[src/rtl/uart_pkg.sv]
//------------------------------------------------------------------------------
// uart_pkg : shared FSM state type and idle output value for uart_tx_queue
// Rev 1.0
//------------------------------------------------------------------------------
`default_nettype none

package uart_pkg;

  typedef enum logic [1:0] {
    IDLE       = 2'd0,
    WAIT_START = 2'd1,
    WAIT_DONE  = 2'd2
  } tx_state_e;

  localparam logic [8:0] TX_IDLE_VALUE = 9'h1FF;

endpackage

`default_nettype wire

[src/rtl/sync_fifo.sv]
//------------------------------------------------------------------------------
// sync_fifo : single-clock FIFO with stall enable, occupancy level, wrap pointers
// Rev 1.0
//------------------------------------------------------------------------------
`default_nettype none

module sync_fifo #(
  parameter int DEPTH = 8,
  parameter int WIDTH = 8
) (
  input  logic                   clk,
  input  logic                   rst,
  input  logic                   en,
  input  logic                   push,
  input  logic                   pop,
  input  logic [WIDTH-1:0]       wr_data,
  output logic [WIDTH-1:0]       rd_data,
  output logic                   full,
  output logic                   empty,
  output logic [$clog2(DEPTH):0] level
);

  localparam int AW = $clog2(DEPTH);

  logic [WIDTH-1:0] mem [DEPTH];
  logic [AW-1:0]    wr_ptr;
  logic [AW-1:0]    rd_ptr;
  logic             do_push;
  logic             do_pop;

  assign full    = (level == (AW+1)'(DEPTH));
  assign empty   = (level == '0);
  assign do_push = push & ~full;
  assign do_pop  = pop & ~empty;
  assign rd_data = mem[rd_ptr];

  // Pointers wrap naturally because DEPTH is a power of two.
  always_ff @(posedge clk) begin
    if (rst) begin
      wr_ptr <= '0;
      rd_ptr <= '0;
      level  <= '0;
    end else if (en) begin
      if (do_push) wr_ptr <= wr_ptr + AW'(1);
      if (do_pop)  rd_ptr <= rd_ptr + AW'(1);
      case ({do_push, do_pop})
        2'b10:   level <= level + (AW+1)'(1);
        2'b01:   level <= level - (AW+1)'(1);
        default: level <= level;
      endcase
    end
  end

  always_ff @(posedge clk) begin
    if (en && do_push) mem[wr_ptr] <= wr_data;
  end

endmodule

`default_nettype wire

[src/rtl/uart_tx_queue.sv]
//------------------------------------------------------------------------------
// uart_tx_queue : MMIO byte queue feeding a toggle-strobe UART transmitter
// Optional sent_count statistics enabled by macro UART_TX_QUEUE_STATS_EN. Rev 1.0
//------------------------------------------------------------------------------
`default_nettype none

module uart_tx_queue
  import uart_pkg::*;
#(
  parameter int DEPTH = 8
) (
  input  logic                   clk,
  input  logic                   rst,
  input  logic                   clk_enable,
  input  logic                   wr_valid,
  input  logic [7:0]             wr_data,
  output logic                   wr_ready,
  input  logic                   uart_tx_sending,
  output logic [8:0]             uart_tx_data,
  output logic [$clog2(DEPTH):0] level,
  output logic                   overflow,
  input  logic                   clr_overflow,
  output logic [31:0]            sent_count
);

  tx_state_e  state;
  tx_state_e  state_nxt;
  logic       pop;
  logic       full;
  logic       empty;
  logic [7:0] head;

  sync_fifo #(
    .DEPTH (DEPTH),
    .WIDTH (8)
  ) u_fifo (
    .clk     (clk),
    .rst     (rst),
    .en      (clk_enable),
    .push    (wr_valid),
    .pop     (pop),
    .wr_data (wr_data),
    .rd_data (head),
    .full    (full),
    .empty   (empty),
    .level   (level)
  );

  assign wr_ready = ~full;

  always_comb begin
    state_nxt = state;
    pop       = 1'b0;
    case (state)
      IDLE: begin
        if (!empty && !uart_tx_sending) begin
          pop       = 1'b1;
          state_nxt = WAIT_START;
        end
      end
      WAIT_START: if (uart_tx_sending)  state_nxt = WAIT_DONE;
      WAIT_DONE:  if (!uart_tx_sending) state_nxt = IDLE;
      default:    state_nxt = IDLE;
    endcase
  end

  always_ff @(posedge clk) begin
    if (rst)             state <= IDLE;
    else if (clk_enable) state <= state_nxt;
  end

  // Bit 8 is a toggle strobe: the transmitter starts on any change of it.
  always_ff @(posedge clk) begin
    if (rst)                    uart_tx_data <= TX_IDLE_VALUE;
    else if (clk_enable && pop) uart_tx_data <= {~uart_tx_data[8], head};
  end

  // A dropped write outranks a clear request in the same cycle.
  always_ff @(posedge clk) begin
    if (rst) begin
      overflow <= 1'b0;
    end else if (clk_enable) begin
      if (wr_valid && full) overflow <= 1'b1;
      else if (clr_overflow) overflow <= 1'b0;
    end
  end

`ifdef UART_TX_QUEUE_STATS_EN
  always_ff @(posedge clk) begin
    if (rst)                    sent_count <= '0;
    else if (clk_enable && pop) sent_count <= sent_count + 32'd1;
  end
`else
  assign sent_count = '0;
`endif

endmodule

`default_nettype wire
[config.mk]
export PLATFORM = sky130hd
export DESIGN_NAME = uart_tx_queue
export DESIGN_NICKNAME = d
export VERILOG_FILES = /design/src/rtl/uart_pkg.sv /design/src/rtl/sync_fifo.sv /design/src/rtl/uart_tx_queue.sv
export SDC_FILE = /design/constraint.sdc
export NUM_CORES = 1
export LEC_CHECK = 0
export CORE_MARGIN = 5
export CORE_UTILIZATION = 53
export DETAILED_ROUTE_END_ITERATION = 10
export PLACE_DENSITY = 0.75
export SYNTH_ARGS = -nofsm -noshare
export SYNTH_HDL_FRONTEND = slang
export SYNTH_SLANG_ARGS = --single-unit
[constraint.sdc]
create_clock -name clk -period 3.25 [get_ports clk]
set_input_delay 0.65 -clock clk [delete_from_list [all_inputs] [get_ports clk]]
set_output_delay 0.65 -clock clk [all_outputs]
set_load 0.05 [all_outputs]
==> results by group, run 1 <==
Run status
  – Status: finished clean

GRT
  – First-pass GRT wire length: 10100 um
  – Largest net degree at the start of global routing: 19
  – Initial antenna violation count: 0
  – Total gr overflow: 0
  – Tot GR Track Use: between 10% and 20%
  – Vias in the first global route: roughly 1900

Synthesis
  – Sequential area share after synthesis: a little under two thirds
  – YS warnings: 0
  – Post-synth top flop: edfxtp_1
  – FF+latch count, synth: between 80 and 90
  – Post-Syn Area: 3730 um^2
  – Number of flops mapped to enable cells by yosys: 64
  – Synth cell types: 38
  – Asr flop ratio synth: 0%
  – Synthesized area per cell: between 10 and 15 um^2
  – Mapped Cells: 250

STA
  – Final hold violations: 0
  – Setup-failing EPs final: 0
  – Worst Skew: between 6 and 7 ps
  – Unrepaired setup endpoints after global routing: false
  – Slew Limit Fails: 0
  – Post-route setup slack: 471 ps
  – Worst slew margin: between 40% and 50%
  – Crit path time final: between 2000 and 3000 ps
  – F_max: roughly 360 MHz
  – Worst-margin pin slew: around 850 ps
  – Final critical-path share of the clock period: 85.5%
  – Setup TNS: 0 ps

Routing
  – Post-route DRC: 0
  – Router iterations before antenna repair: 4
  – Iteration-0 DRC count of the detailed router: between 90 and 100
  – Vias per inst: around 5.1
  – DR WL/cell: ~16 um
  – Routed vias: around 2000
  – Total Routed Length: 6350 um
  – Post-route ant nets: 0

Job
  – Maxcap violations: 0

Floorplanning
  – I/O pins: between 60 and 70
  – Starting Density: approximately 55%
  – Die Area: about 9000 um^2
  – Core Area: slightly below 7000 um^2
  – Die Wd: 93.9 um
  – Row count: 30
  – Die height: between 90 and 100 um

Place
  – Dpl ws: roughly 350 ps
  – Hpwl dp: around 4200 um
  – Gpl congestion: 0.739
  – Port bufs: 28

Clock tree
  – CTS buffer count: 9
  – Post-CTS setup buffers: 0
  – CTS Root Cell: clkbuf_8
  – Clock-pin slew on the worst setup and hold paths: 80 ps
  – CTS Buffer Depth: 2
  – H-tree lvl count: 3
  – Post-CTS Resized: 0
  – Clock Sinks: 86
  – Clock Latency Late Sink: approximately 350 ps
  – # hold bufs at CTS: 0
  – CTS tree: built

Final layout
  – Number of diodes: 0
  – Ratio of cells with drive above 1 in the final layout: 17.5%
  – Layout Nets: between 300 and 400
  – Area Growth Syn to Fin: 13.7%
  – Final Core Density: between 60% and 70%

Worst setup path
  – R2r setup slk: roughly 800 ps
  – Arrival @ worst endpoint: 2130 ps
  – Worst setup SP type: flop
  – CP max FO: 7
  – Setup crit end kind: output pin
  – Req. time, crit path: between 2000 and 3000 ps
  – Crit Path Class: flop to output pin

Pwr
  – Leak pwr: 1.47 nW
  – VDD IR max: about 380 uV
  – Total power: between 2 and 2.5 mW
  – Power density over the cells: 556 nW/um^2

Hold path
  – HP Class: flop to flop
-- kinds of logic after synthesis --
group | count (synthesis) | synth area share, %
other | 1 | 0.101
XOR/XNOR | 7 | 1.64
AND/OR/NAND/NOR | 56 | 7.96
flip-flops | 86 | 63.4
adder cells (fa/ha/maj) | 5 | 1.68
AO/OA/AOI/OAI | 20 | 3.63
multiplexers | 28 | 12.9
buffers and inverters | 47 | 8.69
-- power breakdown --
part           internal, mW  switching [mW]  total, mW
Sequential             1.20          0.0200       1.22
Combinational         0.108           0.215      0.323
Clock                 0.440           0.371      0.810
-- final timing paths --
path                    from         endpoint  cells past startpoint
max          u_fifo.level[0]         wr_ready                      2
min                 overflow         overflow                      2
max reg2reg  u_fifo.level[0]  u_fifo.level[2]                      9
min reg2reg         overflow         overflow                      2
-- cells in the final DEF, fill, tap and decap left out, types with 2 or more instances in the layout --
master	synthesis	final
conb_1	1	32
o21ai_0	2	2
a21oi_1	5	5
buf_4	34	12
nand2_1	7	7
nor3_1	3	3
nand2b_1	5	5
mux4_2	16	16
a22oi_1	8	8
edfxtp_1	64	64
ha_1	5	5
dfxtp_1	22	22
clkdlybuf4s50_1	0	28
xnor2_1	3	3
nor2_1	28	28
inv_6	0	2
inv_1	2	2
xor2_1	4	4
nor2b_1	2	2
nor4b_1	2	2
nand3_1	2	2
mux2i_1	11	11
clkbuf_8	0	9
bufinv_16	0	2
-- per-layer routing --
metal / global-route usage (%) / vias up / share of wire [%] / wire length, um
met1: 20.7 / 961 / 43 / 2730
met3: 2.64 / 10 / 5.8 / 367
li1: - / 932 / - / -
met5: 0 / - / 0 / 0
met4: 7.22 / 0 / 1.6 / 101
met2: 25.4 / 59 / 50 / 3150
-- synthesized netlist by cell type, types with 3 or more instances --
master / instances / area share (%)
xor2_1: 4 / 0.94
edfxtp_1: 64 / 52
clkbuf_1: 4 / 0.40
mux4_2: 16 / 9.7
buf_4: 34 / 6.8
dfxtp_1: 22 / 12
nor2_1: 28 / 2.8
nand2b_1: 5 / 0.84
a22oi_1: 8 / 1.6
mux2i_1: 11 / 3.0
nor3_1: 3 / 0.40
ha_1: 5 / 1.7
a21oi_1: 5 / 0.67
xnor2_1: 3 / 0.71
nand2_1: 7 / 0.71
-- worst max-delay path, stage by stage, from the launching register on --
cell and delay (ps):
dfxtp_1 380, or4b_1 650, clkdlybuf4s50_1 750
-- registers in the layout (all words and copies together), names as in the netlist --
register       count
uart_tx_data       9
u_fifo.wr_ptr      3
u_fifo.mem        64
state              2
u_fifo.rd_ptr      3
u_fifo.level       4
overflow           1
-- cell type report --
| cell class | instances | area [um^2] |
|---|---|---|
| clock buffer | 10 | 128 |
| clock inverter | 6 | 93.8 |
| fill | 501 | 2590 |
| inverter | 2 | 7.51 |
| multi-input combinational | 148 | 1160 |
| sequential | 86 | 2360 |
| tap | 96 | 120 |
| timing repair buffer | 40 | 370 |
-- stage by stage --
stage          hold slack, ps  cells  instance area [um^2]
4_1_cts                   500    388                  4240
2_1_floorplan             494    281                  3840
6_report                  493    388                  4240
5_1_grt                   543    388                  4240
3_5_place_dp              480    372                  4020
3_3_place_gp              467    372                  4020
No activity file was read; power rests on OpenSTA's default activity.
==> run 2: changes to the inputs <==
--- a/config.mk
+++ b/config.mk
@@ -8,7 +8,7 @@
 export CORE_MARGIN = 5
 export CORE_UTILIZATION = 53
 export DETAILED_ROUTE_END_ITERATION = 10
-export PLACE_DENSITY = 0.75
+export PLACE_DENSITY = 0.82
 export SYNTH_ARGS = -nofsm -noshare
 export SYNTH_HDL_FRONTEND = slang
 export SYNTH_SLANG_ARGS = --single-unit
==> run 2 against run 1 <==
  * Routed wire length increased by 1.3%
  * Non-clock buffer count unchanged
  * Register-to-register slack lost 20 ps
  * Core utilization fell by 0.38 points
  * Largest power group unchanged
==> results by group, run 2 (synthesis results as in run 1) <==
Clock tree
  – CTS Buffer Depth: 2 (unchanged)
  – Post-CTS setup buffers: 0 (unchanged)
  – Clock-pin slew on the worst setup and hold paths: 90 ps (about the same)
  – # hold bufs at CTS: 0 (unchanged)
  – CTS Root Cell: clkbuf_8
  – CTS buffer count: 9 (unchanged)
  – Clock Latency Late Sink: 350 ps (about the same)
  – Post-CTS Resized: 0 (unchanged)
  – H-tree lvl count: 3 (unchanged)
  – Clock Sinks: 86 (unchanged)
  – CTS tree: built

GRT
  – Vias in the first global route: 1899 (+1.6%)
  – Largest net degree at the start of global routing: 19 (unchanged)
  – Tot GR Track Use: 15.9% (+0.17 points)
  – Initial antenna violation count: 0 (unchanged)
  – Total gr overflow: 0 (unchanged)
  – First-pass GRT wire length: 10300 um (+2.3%)

Floorplanning
  – Die height: 93.9 um (unchanged)
  – Starting Density: 54.6% (unchanged)
  – Die Area: 8810 um^2 (unchanged)
  – Row count: 30 (unchanged)
  – Core Area: 6830 um^2 (unchanged)
  – Die Wd: 93.9 um (unchanged)
  – I/O pins: 61 (unchanged)

STA
  – Worst-margin pin slew: 899 ps (+52.1 ps)
  – F_max: 358 MHz (-0.47%)
  – Worst Skew: 7.70 ps (+1.12 ps)
  – Worst slew margin: 40.0% (-3.5 points)
  – Setup-failing EPs final: 0 (unchanged)
  – Slew Limit Fails: 0 (unchanged)
  – Unrepaired setup endpoints after global routing: false
  – Final hold violations: 0 (unchanged)
  – Setup TNS: 0 ps (unchanged)
  – Final critical-path share of the clock period: 85.9% (+0.40 points)
  – Crit path time final: 2790 ps (+13.1 ps)

Run status
  – Status: finished clean

Worst setup path
  – Slowest stage delay, CP: 750 ps (about the same)
  – Worst setup SP type: flop
  – Delay-heaviest family, CP: buffers and inverters
  – Worst path bufs/invs: 1 (unchanged)
  – Req. time, crit path: 2600 ps (about the same)
  – Critical Path Slowest Stage Cell: clkdlybuf4s50_1
  – Arrival @ worst endpoint: 2140 ps (about the same)
  – CP max FO: 7 (unchanged)
  – Crit-path cells: or4b_1 -> clkdlybuf4s50_1
  – Crit Path Class: flop to output pin
  – Setup crit end kind: output pin

Routing
  – DR WL/cell: 16.6 um (+1.3%)
  – Post-route DRC: 0 (unchanged)
  – Post-route ant nets: 0 (unchanged)
  – Iteration-0 DRC count of the detailed router: 140 (+49%)
  – Vias per inst: 5.14 (+1.7%)
  – Router iterations before antenna repair: 4 (unchanged)
  – Routed vias: 1996 (+1.7%)
  – Total Routed Length: 6430 um (+1.3%)

Job
  – Maxcap violations: 0 (unchanged)

Final layout
  – Finished Layout Cells: 388 (unchanged)
  – Most frequent cells in the layout: 64 x edfxtp_1, 32 x conb_1, 28 x nor2_1, 28 x clkdlybuf4s50_1, 22 x dfxtp_1
  – Ratio of cells with drive above 1 in the final layout: 17.8% (+0.34 points)
  – Largest registers: u_fifo.mem (64), uart_tx_data (9), u_fifo.level (4)
  – Sequential cell area: 2360 um^2 (unchanged)
  – Number of diodes: 0 (unchanged)
  – Biggest register: u_fifo.mem
  – Max reg flops: 64 (unchanged)
  – Multi-input logic area: 1160 um^2 (unchanged)
  – Commonest non-fill, non-tap cell in the layout: edfxtp_1
  – Fillers: 504 (+0.60%)
  – Area Growth Syn to Fin: 13.0%
  – Layout Nets: 306 (unchanged)

Pwr
  – VDD IR max: 241 uV (-37%)
  – Leak pwr: 1.46 nW (-0.40%)
  – Power density over the cells: 539 nW/um^2 (-3.0%)

Place
  – Hpwl dp: 4540 um (+7.5%)
  – Port bufs: 28 (unchanged)
  – Placed Cells: 372 (unchanged)
  – Gpl congestion: 0.796 (+7.7%)

Hold path
  – HP Class: flop to flop
run 2: worst paths after layout:
check | start | endpoint | slack (ps) | depth (start not counted)
max | u_fifo.level[0] | wr_ready | 460 | 2
min | uart_tx_data[8] | uart_tx_data[8] | 510 | 2
max reg2reg | u_fifo.level[0] | u_fifo.level[2] | 780 | 9
min reg2reg | uart_tx_data[8] | uart_tx_data[8] | 510 | 2
run 2: power breakdown:
group | switching [mW] | internal (mW) | leakage [nW] | total [mW]
Clock | 0.421 | 0.304 | 0.102 | 0.725
Sequential | 0.0200 | 1.20 | 0.757 | 1.22
Combinational | 0.215 | 0.109 | 0.605 | 0.324
Total | 0.657 | 1.61 | 1.46 | 2.27
run 2: metal layers:
metal | share of wire [%] | global-route usage, % | vias up | routed length [um]
met5 | 0 | 0 | - | 0
met4 | 1.5 | 7.58 | 0 | 95
met3 | 5.8 | 2.96 | 7 | 375
met2 | 50 | 25.4 | 65 | 3220
met1 | 43 | 20.8 | 988 | 2740
li1 | - | - | 936 | -
run 2: area by class of cell:
type                       count  share of cell area [%]
clock inverter                 7                    1.69
timing repair buffer          40                    8.79
tap                           96                    2.85
multi-input combinational    148                    27.5
inverter                       2                   0.178
sequential                    86                    56.1
clock buffer                   9                    2.94
run 2: metrics by stage:
step | util, % | setup WS [ps] | area, um^2 | hold slack (ps) | power, mW
after global routing | 61.7 | 387 | 4210 | 556 | 2.37
after detailed placement | 58.8 | 370 | 4020 | 489 | 1.57
after CTS | 61.7 | 441 | 4210 | 509 | 2.29
after floorplan | - | 484 | 3840 | 494 | 1.53
final | 61.7 | 458 | 4210 | 505 | 2.27
after global placement | 58.8 | 427 | 4020 | 467 | 1.56
run 2: worst reg2reg max path, delay by kind of cell (launching register included):
kind | cells | cell delay, ps
xor+xnor | 2 | 320
flops | 1 | 390
compound gates | 3 | 460
simple gates | 2 | 740
fa+ha+maj | 2 | 450
==> run 3: changes to the inputs <==
--- a/config.mk
+++ b/config.mk
@@ -5,8 +5,10 @@
 export SDC_FILE = /design/constraint.sdc
 export NUM_CORES = 1
 export LEC_CHECK = 0
+export CORE_ASPECT_RATIO = 1.1
 export CORE_MARGIN = 5
 export CORE_UTILIZATION = 53
+export CTS_CLUSTER_SIZE = 8
 export DETAILED_ROUTE_END_ITERATION = 10
 export PLACE_DENSITY = 0.82
 export SYNTH_ARGS = -nofsm -noshare
==> run 3 against run 2 <==
  * Highest routed layer unchanged
  * Via count down 0.45%
  * Design area about the same
  * Combinational power hardly changed
  * Non-clock buffer count grew 3
  * Final cell count decreased by 2.1%
  * Critical path type unchanged
  * First-iteration DRC count up 14%
  * Worst hold slack worse by 16 ps
  * Largest cell class unchanged
==> results by group, run 3 (synthesis results as in run 1) <==
Worst setup path
  – Worst setup SP type: flop
  – FF-to-FF path depth: 9 (unchanged)
  – Setup crit end kind: output pin
  – CP max FO: 7 (unchanged)
  – R2r setup slk: 790 ps (about the same)
  – Worst reg2reg startpoint: u_fifo.level[0]
  – Arrival @ worst endpoint: 2130 ps (about the same)
  – Crit Path Class: flop to output pin
  – Req. time, crit path: 2600 ps (about the same)
  – Reg-to-reg endpoint: u_fifo.level[2]

Final layout
  – Area Growth Syn to Fin: 13.1% (about the same)
  – Biggest register: u_fifo.mem
  – Number of diodes: 0 (unchanged)
  – Largest registers: u_fifo.mem (64), uart_tx_data (9), u_fifo.level (4)
  – Ratio of cells with drive above 1 in the final layout: 18.6% (+0.84 points)
  – Max reg flops: 64 (unchanged)
  – Most frequent cells in the layout: 64 x edfxtp_1, 32 x conb_1, 28 x nor2_1, 28 x clkdlybuf4s50_1, 22 x dfxtp_1
  – Commonest non-fill, non-tap cell in the layout: edfxtp_1
  – Layout Nets: 309 (+0.98%)

Pwr
  – Sw frac: 28.6% (-0.35 points)
  – Leak pwr: 1.47 nW (+0.34%)
  – Total power: 2.25 mW (-1.1%)
  – Sw power: 0.642 mW (-2.3%)
  – VDD IR max: 313 uV (+30%)
  – Internal: 1.60 mW (-0.59%)
  – Power density over the cells: 533 nW/um^2 (-1.1%)
  – Gate power share: 14.4% (about the same)
  – Sequential Power Share: 54.4% (+0.6 points)
  – Clock power frac: 31.3% (-0.6 points)

Clock tree
  – Post-CTS setup buffers: 0 (unchanged)
  – CTS buffer count: 9 (unchanged)
  – CTS Root Cell: clkbuf_8
  – CTS Buffer Depth: 2 (unchanged)
  – Clock-pin slew on the worst setup and hold paths: 90 ps (about the same)
  – Clock Latency Late Sink: 350 ps (about the same)
  – CTS tree: built
  – Clock Sinks: 86 (unchanged)
  – Post-CTS Resized: 0 (unchanged)
  – H-tree lvl count: 3 (unchanged)
  – # hold bufs at CTS: 0 (unchanged)

Routing
  – Post-route DRC: 0 (unchanged)
  – Router iterations before antenna repair: 4 (unchanged)
  – Post-route ant nets: 0 (unchanged)
  – Total Routed Length: 6240 um (-2.9%)
  – DR WL/cell: 16.4 um (-0.87%)
  – Routed vias: 1987 (-0.45%)
  – Vias per inst: 5.23 (+1.6%)
  – Iteration-0 DRC count of the detailed router: 159 (+14%)

GRT
  – Tot GR Track Use: 14.5% (-1.3 points)
  – Vias in the first global route: 1859 (-2.1%)
  – Largest net degree at the start of global routing: 19 (unchanged)
  – Total gr overflow: 0 (unchanged)
  – First-pass GRT wire length: 9720 um (-5.6%)
  – Initial antenna violation count: 0 (unchanged)

STA
  – Final critical-path share of the clock period: 85.5% (-0.36 points)
  – Worst slew margin: 43.8% (+3.8 points)
  – Unrepaired setup endpoints after global routing: false
  – Worst Skew: 9.46 ps (+1.76 ps)
  – Worst-margin pin slew: 842 ps (-56.6 ps)
  – Setup TNS: 0 ps (unchanged)
  – Crit path time final: 2780 ps (-11.8 ps)
  – F_max: 360 MHz (+0.42%)
  – Final hold violations: 0 (unchanged)
  – Post-route setup slack: 470 ps (+11.8 ps)
  – Slew Limit Fails: 0 (unchanged)
  – Setup-failing EPs final: 0 (unchanged)

Job
  – Maxcap violations: 0 (unchanged)

Floorplanning
  – Core Area: 6930 um^2 (+1.4%)
  – Starting Density: 53.8% (-0.75 points)
  – Die Wd: 90.0 um (-4.2%)
  – Die Area: 8810 um^2 (about the same)
  – Die height: 98.0 um (+4.4%)
  – I/O pins: 61 (unchanged)
  – Row count: 32 (+6.7%)

Run status
  – Status: finished clean

Hold path
  – Worst hold stages: 2 (unchanged)
  – HP Class: flop to flop
  – WHS Endpoint: overflow
  – Min-Delay Startpoint: overflow

Place
  – Hpwl dp: 4270 um (-5.9%)
  – Dpl ws: 359 ps (-10.8 ps)
  – Port bufs: 28 (unchanged)
  – Gpl congestion: 0.805 (+1.2%)
-- run 3: changes by cell type in the layout (fill, tap and decap cells not counted), sizes merged --
cell	before	now
buf	12	15
clkinvlp	0	2
inv	7	6
clkinv	2	1
-- run 3: metal layers --
layer	up-vias	part of all wire [%]	global-route usage [%]
met1	958	41	17.9
met2	79	50	23.7
li1	941	-	-
met5	-	0	0
met4	0	1.7	6.53
met3	9	7.1	4.24
-- run 3: power groups by stage --
| stage | combinational (mW) | sequential, mW | clock, mW |
|---|---|---|---|
| floorplan | 0.243 | 1.28 | 0 |
| global placement | 0.318 | 1.25 | 0 |
| detailed placement | 0.324 | 1.25 | 0 |
| CTS | 0.325 | 1.22 | 0.725 |
| global route | 0.346 | 1.23 | 0.768 |
| finish | 0.322 | 1.22 | 0.703 |
-- run 3: how the worst max path moves through the flow --
stage	to	slack [ps]	start	depth (start not counted)
3_3_place_gp	u_fifo.level[2]	440	uart_tx_sending	9
4_1_cts	wr_ready	450	u_fifo.level[0]	2
3_5_place_dp	u_fifo.level[2]	360	uart_tx_sending	9
2_1_floorplan	u_fifo.mem[0][0]	480	u_fifo.level[1]	6
6_report	wr_ready	470	u_fifo.level[0]	2
5_1_grt	wr_ready	390	u_fifo.level[0]	2
-- run 3: cell type report --
class | count | area (um^2)
Sequential cell | 86 | 2360
Fill cell | 512 | 2710
Clock buffer | 9 | 124
Inverter | 2 | 7.51
Tap cell | 85 | 106
Clock inverter | 7 | 63.8
Timing Repair Buffer | 43 | 393
Multi-Input combinational cell | 148 | 1160
-- run 3: critical path, stage by stage (launching register included) --
cell	delay [ps]
dfxtp_1	390
or4b_1	640
clkdlybuf4s50_1	750
-- run 3: through the flow --
stage / util (%) / hold WS [ps] / instance area, um^2 / cells
6_report: 60.8 / 489 / 4210 / 380
3_5_place_dp: 58.1 / 476 / 4030 / 364
3_3_place_gp: 58.1 / 470 / 4030 / 364
5_1_grt: 60.8 / 511 / 4210 / 380
2_1_floorplan: - / 494 / 3840 / 281
4_1_cts: 60.8 / 497 / 4210 / 380
